--- config.mk ---
export PLATFORM = sky130hd
export DESIGN_NAME = gemv_stream
export DESIGN_NICKNAME = d
export VERILOG_FILES = /design/src/rtl/gemv_pkg.sv /design/src/rtl/gemv_tile_dot.sv /design/src/rtl/gemv_stream.sv
export SDC_FILE = /design/constraint.sdc
export NUM_CORES = 2
export LEC_CHECK = 0
export ABC_AREA = 1
export BUFFER_PORTS_ARGS = -buffer_cell sky130_fd_sc_hd__buf_2
export CAP_MARGIN = 10
export CORE_MARGIN = 5
export CORE_UTILIZATION = 55
export DETAILED_ROUTE_END_ITERATION = 8
export HOLD_SLACK_MARGIN = 0.08
export PLACE_DENSITY = 0.72
export SLEW_MARGIN = 40
export SYNTH_ARGS = -nofsm -noshare
export SYNTH_HDL_FRONTEND = slang
export SYNTH_HIERARCHICAL = 1
export SYNTH_SLANG_ARGS = --single-unit
--- constraint.sdc ---
create_clock -name clk -period 9.7 [get_ports clk]
set_input_delay 0.97 -clock clk [delete_from_list [all_inputs] [get_ports clk]]
set_output_delay 0.97 -clock clk [all_outputs]
set_load 0.005 [all_outputs]
--- src/rtl/gemv_pkg.sv ---
// gemv_pkg: shared FSM states and requantisation helper for gemv_stream
package gemv_pkg;
  typedef enum logic [2:0] {IDLE, LOAD_X, STREAM_W, WAIT_Y, DONE} state_t;
  // round-half-up arithmetic right shift, then clamp to a signed dw-bit range
  function automatic logic signed [63:0] sat_rshift(input logic signed [63:0] v, input logic [4:0] sh, input int dw);
    logic signed [63:0] r, hi, lo;
    r = (v + ((64'sd1 <<< sh) >>> 1)) >>> sh;
    hi = (64'sd1 <<< (dw - 1)) - 64'sd1;
    lo = -(64'sd1 <<< (dw - 1));
    return r > hi ? hi : (r < lo ? lo : r);
  endfunction
endpackage

--- src/rtl/gemv_tile_dot.sv ---
// gemv_tile_dot: masked TILE_SIZE-lane signed dot product, sum registered one cycle after the beat
module gemv_tile_dot #(
  parameter int DATA_WIDTH = 8,
  parameter int ACC_WIDTH = 32,
  parameter int TILE_SIZE = 8
) (
  input  logic                                  clk,
  input  logic                                  rst_n,
  input  logic                                  in_valid,
  input  logic [TILE_SIZE-1:0][DATA_WIDTH-1:0]  x,
  input  logic [TILE_SIZE-1:0][DATA_WIDTH-1:0]  w,
  input  logic [TILE_SIZE-1:0]                  mask,
  output logic                                  out_valid,
  output logic signed [ACC_WIDTH-1:0]           sum
);
  logic signed [ACC_WIDTH-1:0] tot;
  // adder tree over the lane products; masked lanes add zero
  always_comb begin
    tot = '0;
    for (int i = 0; i < TILE_SIZE; i++)
      tot = tot + (mask[i] ? ACC_WIDTH'($signed(x[i]) * $signed(w[i])) : '0);
  end
  // pipeline register for the tile sum and its valid flag
  always_ff @(posedge clk or negedge rst_n)
    if (!rst_n) begin
      out_valid <= 1'b0;
      sum <= '0;
    end else begin
      out_valid <= in_valid;
      sum <= tot;
    end
endmodule

--- src/rtl/gemv_stream.sv ---
// gemv_stream: streaming int GEMV y[r] = sat((W[r].x + bias[r]) >>> shift); define GEMV_STREAM_RELU_EN to clamp negatives to 0
module gemv_stream
  import gemv_pkg::*;
#(
  parameter int DATA_WIDTH = 8,
  parameter int ACC_WIDTH = 32,
  parameter int MAX_ROWS = 128,
  parameter int MAX_COLS = 128,
  parameter int TILE_SIZE = 8
) (
  input  logic                                  clk,
  input  logic                                  rst_n,
  input  logic                                  start,
  input  logic [$clog2(MAX_ROWS+1)-1:0]         rows_cfg,
  input  logic [$clog2(MAX_COLS+1)-1:0]         cols_cfg,
  input  logic [4:0]                            shift_cfg,
  input  logic                                  x_valid,
  output logic                                  x_ready,
  input  logic [TILE_SIZE-1:0][DATA_WIDTH-1:0]  x_data,
  input  logic                                  w_valid,
  output logic                                  w_ready,
  input  logic [TILE_SIZE-1:0][DATA_WIDTH-1:0]  w_data,
  input  logic signed [ACC_WIDTH-1:0]           w_bias,
  output logic                                  y_valid,
  input  logic                                  y_ready,
  output logic [DATA_WIDTH-1:0]                 y_data,
  output logic                                  y_last,
  output logic                                  busy,
  output logic                                  done
);
  localparam int RW = $clog2(MAX_ROWS + 1);
  localparam int CW = $clog2(MAX_COLS + 1);
  localparam int NT = MAX_COLS / TILE_SIZE;
  localparam int TW = $clog2(NT + 1);
  localparam int XW = NT > 1 ? $clog2(NT) : 1;
  state_t state_q, state_d;
  logic [RW-1:0] rows_q, row_q;
  logic [CW-1:0] cols_q;
  logic [4:0] shift_q;
  logic [TW-1:0] tiles_q, tile_q;
  logic signed [ACC_WIDTH-1:0] acc_q, bias_q, dot_sum, acc_nx;
  logic [TILE_SIZE-1:0][DATA_WIDTH-1:0] xbuf [NT];
  logic [TILE_SIZE-1:0] mask;
  logic dot_valid, pend_q, cfg_ok, x_hs, w_hs, y_hs, last_tile, last_row, unused_hi;
  logic signed [63:0] r_full;
  logic [DATA_WIDTH-1:0] r_out;
  assign cfg_ok = rows_cfg != '0 && int'(rows_cfg) <= MAX_ROWS && cols_cfg != '0 && int'(cols_cfg) <= MAX_COLS;
  assign x_ready = state_q == LOAD_X;
  assign w_ready = state_q == STREAM_W;
  assign busy = state_q != IDLE;
  assign done = state_q == DONE;
  assign x_hs = x_valid && x_ready;
  assign w_hs = w_valid && w_ready;
  assign y_hs = y_valid && y_ready;
  assign last_tile = tile_q == tiles_q - 1'b1;
  assign last_row = row_q == rows_q - 1'b1;
  assign acc_nx = acc_q + dot_sum;
  assign r_full = sat_rshift(64'(acc_nx) + 64'(bias_q), shift_q, DATA_WIDTH);
  assign unused_hi = ^r_full[63:DATA_WIDTH];
`ifdef GEMV_STREAM_RELU_EN
  assign r_out = r_full[63] ? '0 : r_full[DATA_WIDTH-1:0];
`else
  assign r_out = r_full[DATA_WIDTH-1:0];
`endif
  // lanes past the configured column count contribute nothing
  always_comb begin
    mask = '0;
    for (int i = 0; i < TILE_SIZE; i++)
      mask[i] = int'(tile_q) * TILE_SIZE + i < int'(cols_q);
  end
  gemv_tile_dot #(.DATA_WIDTH(DATA_WIDTH), .ACC_WIDTH(ACC_WIDTH), .TILE_SIZE(TILE_SIZE)) u_dot (
    .clk(clk),
    .rst_n(rst_n),
    .in_valid(w_hs),
    .x(xbuf[tile_q[XW-1:0]]),
    .w(w_data),
    .mask(mask),
    .out_valid(dot_valid),
    .sum(dot_sum)
  );
  // x buffer has no reset: every tile is written in LOAD_X before it is read
  always_ff @(posedge clk)
    if (x_hs) xbuf[tile_q[XW-1:0]] <= x_data;
  // state register
  always_ff @(posedge clk or negedge rst_n)
    if (!rst_n) state_q <= IDLE;
    else state_q <= state_d;
  // next-state logic; the last w beat moves straight to WAIT_Y so no new row is accepted early
  always_comb begin
    state_d = state_q;
    case (state_q)
      IDLE:     if (start && cfg_ok) state_d = LOAD_X;
      LOAD_X:   if (x_hs && last_tile) state_d = STREAM_W;
      STREAM_W: if (w_hs && last_tile) state_d = WAIT_Y;
      WAIT_Y:   if (y_hs) state_d = last_row ? DONE : STREAM_W;
      default:  state_d = IDLE;
    endcase
  end
  // config latch, tile/row counters, accumulator and result register
  always_ff @(posedge clk or negedge rst_n)
    if (!rst_n) begin
      rows_q <= '0;
      cols_q <= '0;
      shift_q <= '0;
      tiles_q <= '0;
      tile_q <= '0;
      row_q <= '0;
      acc_q <= '0;
      bias_q <= '0;
      pend_q <= 1'b0;
      y_valid <= 1'b0;
      y_last <= 1'b0;
      y_data <= '0;
    end else begin
      if (state_q == IDLE && start && cfg_ok) begin
        rows_q <= rows_cfg;
        cols_q <= cols_cfg;
        shift_q <= shift_cfg;
        tiles_q <= TW'((int'(cols_cfg) + TILE_SIZE - 1) / TILE_SIZE);
        tile_q <= '0;
        row_q <= '0;
        acc_q <= '0;
      end
      if (x_hs || w_hs) tile_q <= last_tile ? '0 : tile_q + 1'b1;
      if (w_hs && tile_q == '0) bias_q <= w_bias;
      if (w_hs && last_tile) pend_q <= 1'b1;
      if (dot_valid) acc_q <= acc_nx;
      if (pend_q) begin
        pend_q <= 1'b0;
        y_valid <= 1'b1;
        y_data <= r_out;
        y_last <= last_row;
      end
      if (y_hs) begin
        y_valid <= 1'b0;
        y_last <= 1'b0;
        acc_q <= '0;
        row_q <= row_q + 1'b1;
      end
    end
endmodule
Word-level counts from Yosys, hierarchy flattened --
Memories as Yosys holds them, arrays and structs flattened. Cells that the tools add are included.
Word-level totals: register bits 150, memories 1, output and inout bits 14, memory bits (writable) 1024, word-level logic and storage cells 129
Memory list:
- xbuf | depth 16, width 64, read ports 1, clocked after memory_dff 0, write ports 1, line gemv_stream.sv:42 | logic [TILE_SIZE-1:0][DATA_WIDTH-1:0] xbuf [NT];
Operators by class: $mul 8, bitwise operators 1, equal/unequal tests 10, add/sub/neg operators 24, shift-type cells 2, mux-type cells 32, reductions and logical operators 24, order comparisons 12
Operators by type and width (number):
- $mux W32 | 11
- $add A32 B32 Y32 | 8
- $mul A8 B8 Y16 | 8
- $add A33 B63 Y64 | 1
- $gt A64 B8 Y1 const B | 1
- $lt A64 B8 Y1 const B | 1
- $sshl A2 B5 Y64 const A | 1
- $sshr A64 B5 Y64 | 1
- $lt A9 B8 Y1 | 7
- $add A8 B3 Y9 const B | 4
- $add A32 B32 Y33 | 1
- $mux W8 | 4
- $add A8 B2 Y9 const B | 2
- $le A8 B8 Y1 const B | 2
- $reduce_bool A8 Y1 | 2
- $mux W3 | 5
- $mux W5 | 3
- $logic_and A1 B1 Y1 | 12
- $pmux W3 S4 | 1
- $sub A9 B1 Y10 const B | 1
- $add A8 B1 Y9 const B | 1
- $add A8 B4 Y9 const B | 1
- $add A8 B1 Y8 const B | 1
- $eq A8 B8 Y1 | 1
- other kinds (20) | 33

Depth between registers and ports, before layout --
depth in word-level cells 10, depth in mapped cells 55, mapped depth without buffers 55

Hierarchy --
The synthesis kept the hierarchy.
By module, submodules not included:
- gemv_stream | times used 1, area an instance 52067.4 um2, cells each 4879
- gemv_tile_dot | times used 1, area an instance 26548.0 um2, cells each 3712

Least setup slack after synthesis --
OpenSTA, ideal clock, no wires.
path type register to register, start register tile_q[0], end register u_dot.sum[23], buffers on the path 7, cell stages (with the launch flop) 40, slack 0.768 ns, data required time 9.632 ns, arrival 8.864 ns, library setup time 0.068 ns, cell sequence dfrtp_1 > clkbuf_1 > clkbuf_1 > clkbuf_1 > clkbuf_1 > clkbuf_1 > nor2_1 > o22ai_1 > nand2_1 > nand4_1 > clkbuf_1 > nand2_1 > inv_1 > fa_1 > buf_2 > inv_1 > fa_1 > fa_1 > (+4 left out) > a31oi_1 > nand3_1 > nor2_1 > nor2_1 > fa_1 > inv_1 > fa_1 > inv_1 > fa_1 > inv_1 > fa_1 > inv_1 > ha_1 > a21oi_1 > o21ai_0 > nor2_1 > nand4_2 > nand2_1
Between the ends: longest elaborated chain between the ends 10, elaborated cells on any way between the ends 39, those cells by class add/sub: 14; mul: 8; order compare: 8; mux: 8; memory: 1
Ends and longest elaborated chain:
- from (decl) | line gemv_stream.sv:40 | logic [TW-1:0] tiles_q, tile_q;
- from (signal assigned) | line gemv_stream.sv:124 | if (x_hs || w_hs) tile_q <= last_tile ? '0 : tile_q + 1'b1;
- $mem_v2 Z16 W64 or $add A8 B1 Y9 (tied branches)
- $mul A8 B8 Y16 or $lt A9 B8 Y1 (tied branches) | line gemv_tile_dot.sv:21, gemv_stream.sv:69
- $mux W32 | line gemv_tile_dot.sv:21 | tot = tot + (mask[i] ? ACC_WIDTH'($signed(x[i]) * $signed(w[i])) : '0);
- $add A32 B32 Y32 (6 in a row) | line gemv_tile_dot.sv:21
- $add A32 B32 Y32 * | line gemv_tile_dot.sv:21
- named net u_dot.tot[23] | line gemv_tile_dot.sv:16 | logic signed [ACC_WIDTH-1:0] tot;
- to (signal assigned) | line gemv_tile_dot.sv:30 | sum <= tot;
- to (decl) | line gemv_tile_dot.sv:14 | output logic signed [ACC_WIDTH-1:0] sum
The timed path passes the listed nets; every way through them passes the cells marked *. A chain may end at the register's enable or synchronous reset.

Worst setup path in the final report --
start register tile_q[0], end register u_dot.sum[25]
Same word-level chain as after synthesis.

==> metrics.cfg <==
[cts]
cts_tree = yes
cts_buffer_depth = 3
cts_root_buf = clkbuf_16
cts.sinks = 1174
htree_levels = 3
cts_buffers = 111
insertion_delay_ns = 0.78
clk_pin_slew_ns = 0.07
cts_hold_buf = 0

[route]
avgRoutedWirePerCell_um = 20.6
num_vias = 60610
drt.antenna.violating_nets = 0
drt_iter0_drc = 5991
wl_um = 223000
detail_route.first_pass.iterations = 5
route.detailed.drc = 0
viasPerCell = 5.62

[global_routing]
grt_pass1_vias = 58974
grt_pass1_wl_um = 340000
antenna_found_initial = 44
grtUsageTotal_pct = 29.0
grt_max_degree = 99
overflow = 0

[worst_setup_path]
cp.required_ns = 10.29
startpoint_type = register
crit_arrival_ns = 9.86
critPathKind = reg2reg
r2r_slack_ns = 0.43
cp-end-kind = register
crit_fanout = 29
cp_slowest_stage_delay_ns = 0.61
r2r_end = u_dot/sum[25]
crit_buf_inv = 9
timing.rr.start = tile_q[0]
slowest_stage = fa_1
r2r_cells = 36
path_common_cell = fa_1
critPathTopFamily = adder cells

[sta]
fin_tns_setup_ns = 0
slew_violations = 0
tightest_slew_ns = 0.868
fmaxAchievable_mhz = 108
setup_violations = 0
max-slew-margin-rel_pct = 42.1
final_hold_viol_count = 0
post-route-period-util_pct = 95.6
rsz0062_at_grt = no
finClkSkew_ns = 0.106
period_needed_ns = 9.27

[logic_synthesis]
synth.area.top_cells = edfxtp_1 39%, fa_1 15%, nand2_1 8.8%
synth_warnings = 6
synth_area_leader_cell = edfxtp_1
ys_seq_area_share_pct = 43.9
synth_edf_count = 1024
synth_most_common_cell = nand2_1
ys_top_cells_by_count = 1,849 x nand2_1, 1,471 x inv_1, 1,024 x edfxtp_1, 864 x nor2_1, 662 x o21ai_0
syn-num-nets = 9681
synth.distinct_cells = 58
netlist.area_leader.share_pct = 39.1
synthArstFlopShare_pct = 12.8
ys.flop_type = edfxtp_1
synth_area_um2 = 78600
synth_seq_cells = 1174
syn_area_per_cell_um2 = 9.15
synthCells = 8591

[place]
gp_congestion = 0.961
hpwlAfterDp_um = 158000
port_buffers = 200

[die]
io_pins = 201
rows = 138
start_util_pct = 55.5
die_area_um2 = 151000
core_um2 = 142000
die_w_um = 388
die-height_um = 388

[hold_path]
hold_path_class = in2async

[layout]
nets = 9862
area_growth_pct = 10.7
drive_gt1_share_pct = 8.99

[run]
drv_cap = 0

[status]
status = complete, no violations

final cells by class:
type                       instances  area, um^2
antenna                           36        90.1
sequential                      1174       34500
clock buffer                     136        2890
fill                           11747       54700
multi-input combinational       5553       37200
timing repair buffer             447        3430
clock inverter                    69         895
tap                             1890        2360
inverter                        1485        5610
registers in the layout, summed over array words and instances, names as in the netlist:
name,cells
y_last,1
row_q,8
tiles_q,5
u_dot/out_valid,1
cols_q,8
shift_q,5
pend_q,1
rows_q,8
state_q,3
y_valid,1
xbuf,1024
y_data,8
u_dot/sum,32
bias_q,32
acc_q,32
tile_q,5
placed cells by master, fill, tap and decap left out, types with 8 or more instances in the layout:
cell,synthesis,layout
xnor2_1,38,38
or2_2,35,35
nand3_2,27,27
a21oi_1,159,158
nor2_4,1,18
nand4_1,87,87
nand3_1,373,373
o211ai_1,10,10
mux2_2,23,23
nor2_2,15,19
o21ai_0,662,661
a21boi_0,18,17
buf_6,0,8
diode_2,0,36
o21bai_1,15,15
inv_1,1471,1467
o21ai_1,10,11
buf_4,2,200
nor2_1,864,843
clkinv_2,0,23
buf_2,25,199
fa_1,573,573
clkbuf_16,0,113
a22o_1,19,19
clkinv_1,7,22
dfrtp_1,150,148
xor2_1,67,67
nand2_2,32,32
clkbuf_1,331,24
bufinv_16,0,16
nand2_1,1849,1849
edfxtp_1,1024,1024
inv_2,7,8
o22ai_1,256,256
nor3_1,20,17
buf_12,0,30
ha_1,330,330
logic make-up (layout without fill, tap and decap cells):
logic type / Yosys count / in the layout / share of synthesized area (%)
AND/OR/NAND/NOR: 3334 / 3334 / 17.5
buffers and inverters: 1864 / 2137 / 8.95
AO/OA/AOI/OAI: 1186 / 1186 / 8.33
flip-flops: 1174 / 1174 / 43.9
adder cells (fa/ha/maj): 903 / 903 / 19.8
XOR/XNOR: 106 / 106 / 1.19
multiplexers: 24 / 24 / 0.342
other: 0 / 36 / 0
layer usage:
| metal | global-route usage (%) | wire length (um) |
|---|---|---|
| met5 | 0 | 102 |
| met4 | 11.3 | 9320 |
| met3 | 5.89 | 21200 |
| met2 | 48.0 | 106000 |
| met1 | 37.9 | 86100 |
what timing repair did:
| item | CTS | global route |
|---|---|---|
| resized for setup | 0 | 12 |
| setup endpoints to repair | 0 | 20 |
| buffers inserted | 0 | 35 |
worst register-to-register path: cells and delay by family (launching register included):
| family | cells | cell delay [ns] |
|---|---|---|
| adders and majority gates | 10 | 4.75 |
| AOI/OAI and AO/OA | 5 | 0.93 |
| DFF | 1 | 0.58 |
| buffers and inverters | 9 | 1.23 |
| and+or+nand+nor | 12 | 1.64 |
worst max path at each step:
stage	from	endpoint	slack (ns)	cells after the start
final	tile_q[0]	u_dot/sum[25]	0.43	36
after global routing	tile_q[0]	u_dot/sum[21]	0.001	36
after CTS	tile_q[1]	u_dot/sum[30]	0.21	35
after detailed placement	tile_q[1]	u_dot/sum[30]	0.23	35
after global placement	tile_q[1]	u_dot/sum[28]	0.27	36
after floorplan	tile_q[0]	u_dot/sum[23]	0.77	39
stage by stage:
stage	std cells	cell area, um^2	utilization [%]	setup WS (ns)	hold WS [ns]
floorplan	8591	78600	-	0.768	0.459
global placement	10507	82600	58.2	0.269	0.464
detailed placement	10513	82700	58.4	0.229	0.467
CTS	10718	86500	61.0	0.206	0.242
global route	10763	87000	61.4	0.00122	0.307
finish	10790	87000	61.4	0.430	0.264
Power is left out: the tool's default activity adds up to more than one toggle a clock period on the data nets, which glitch-free logic cannot reach.
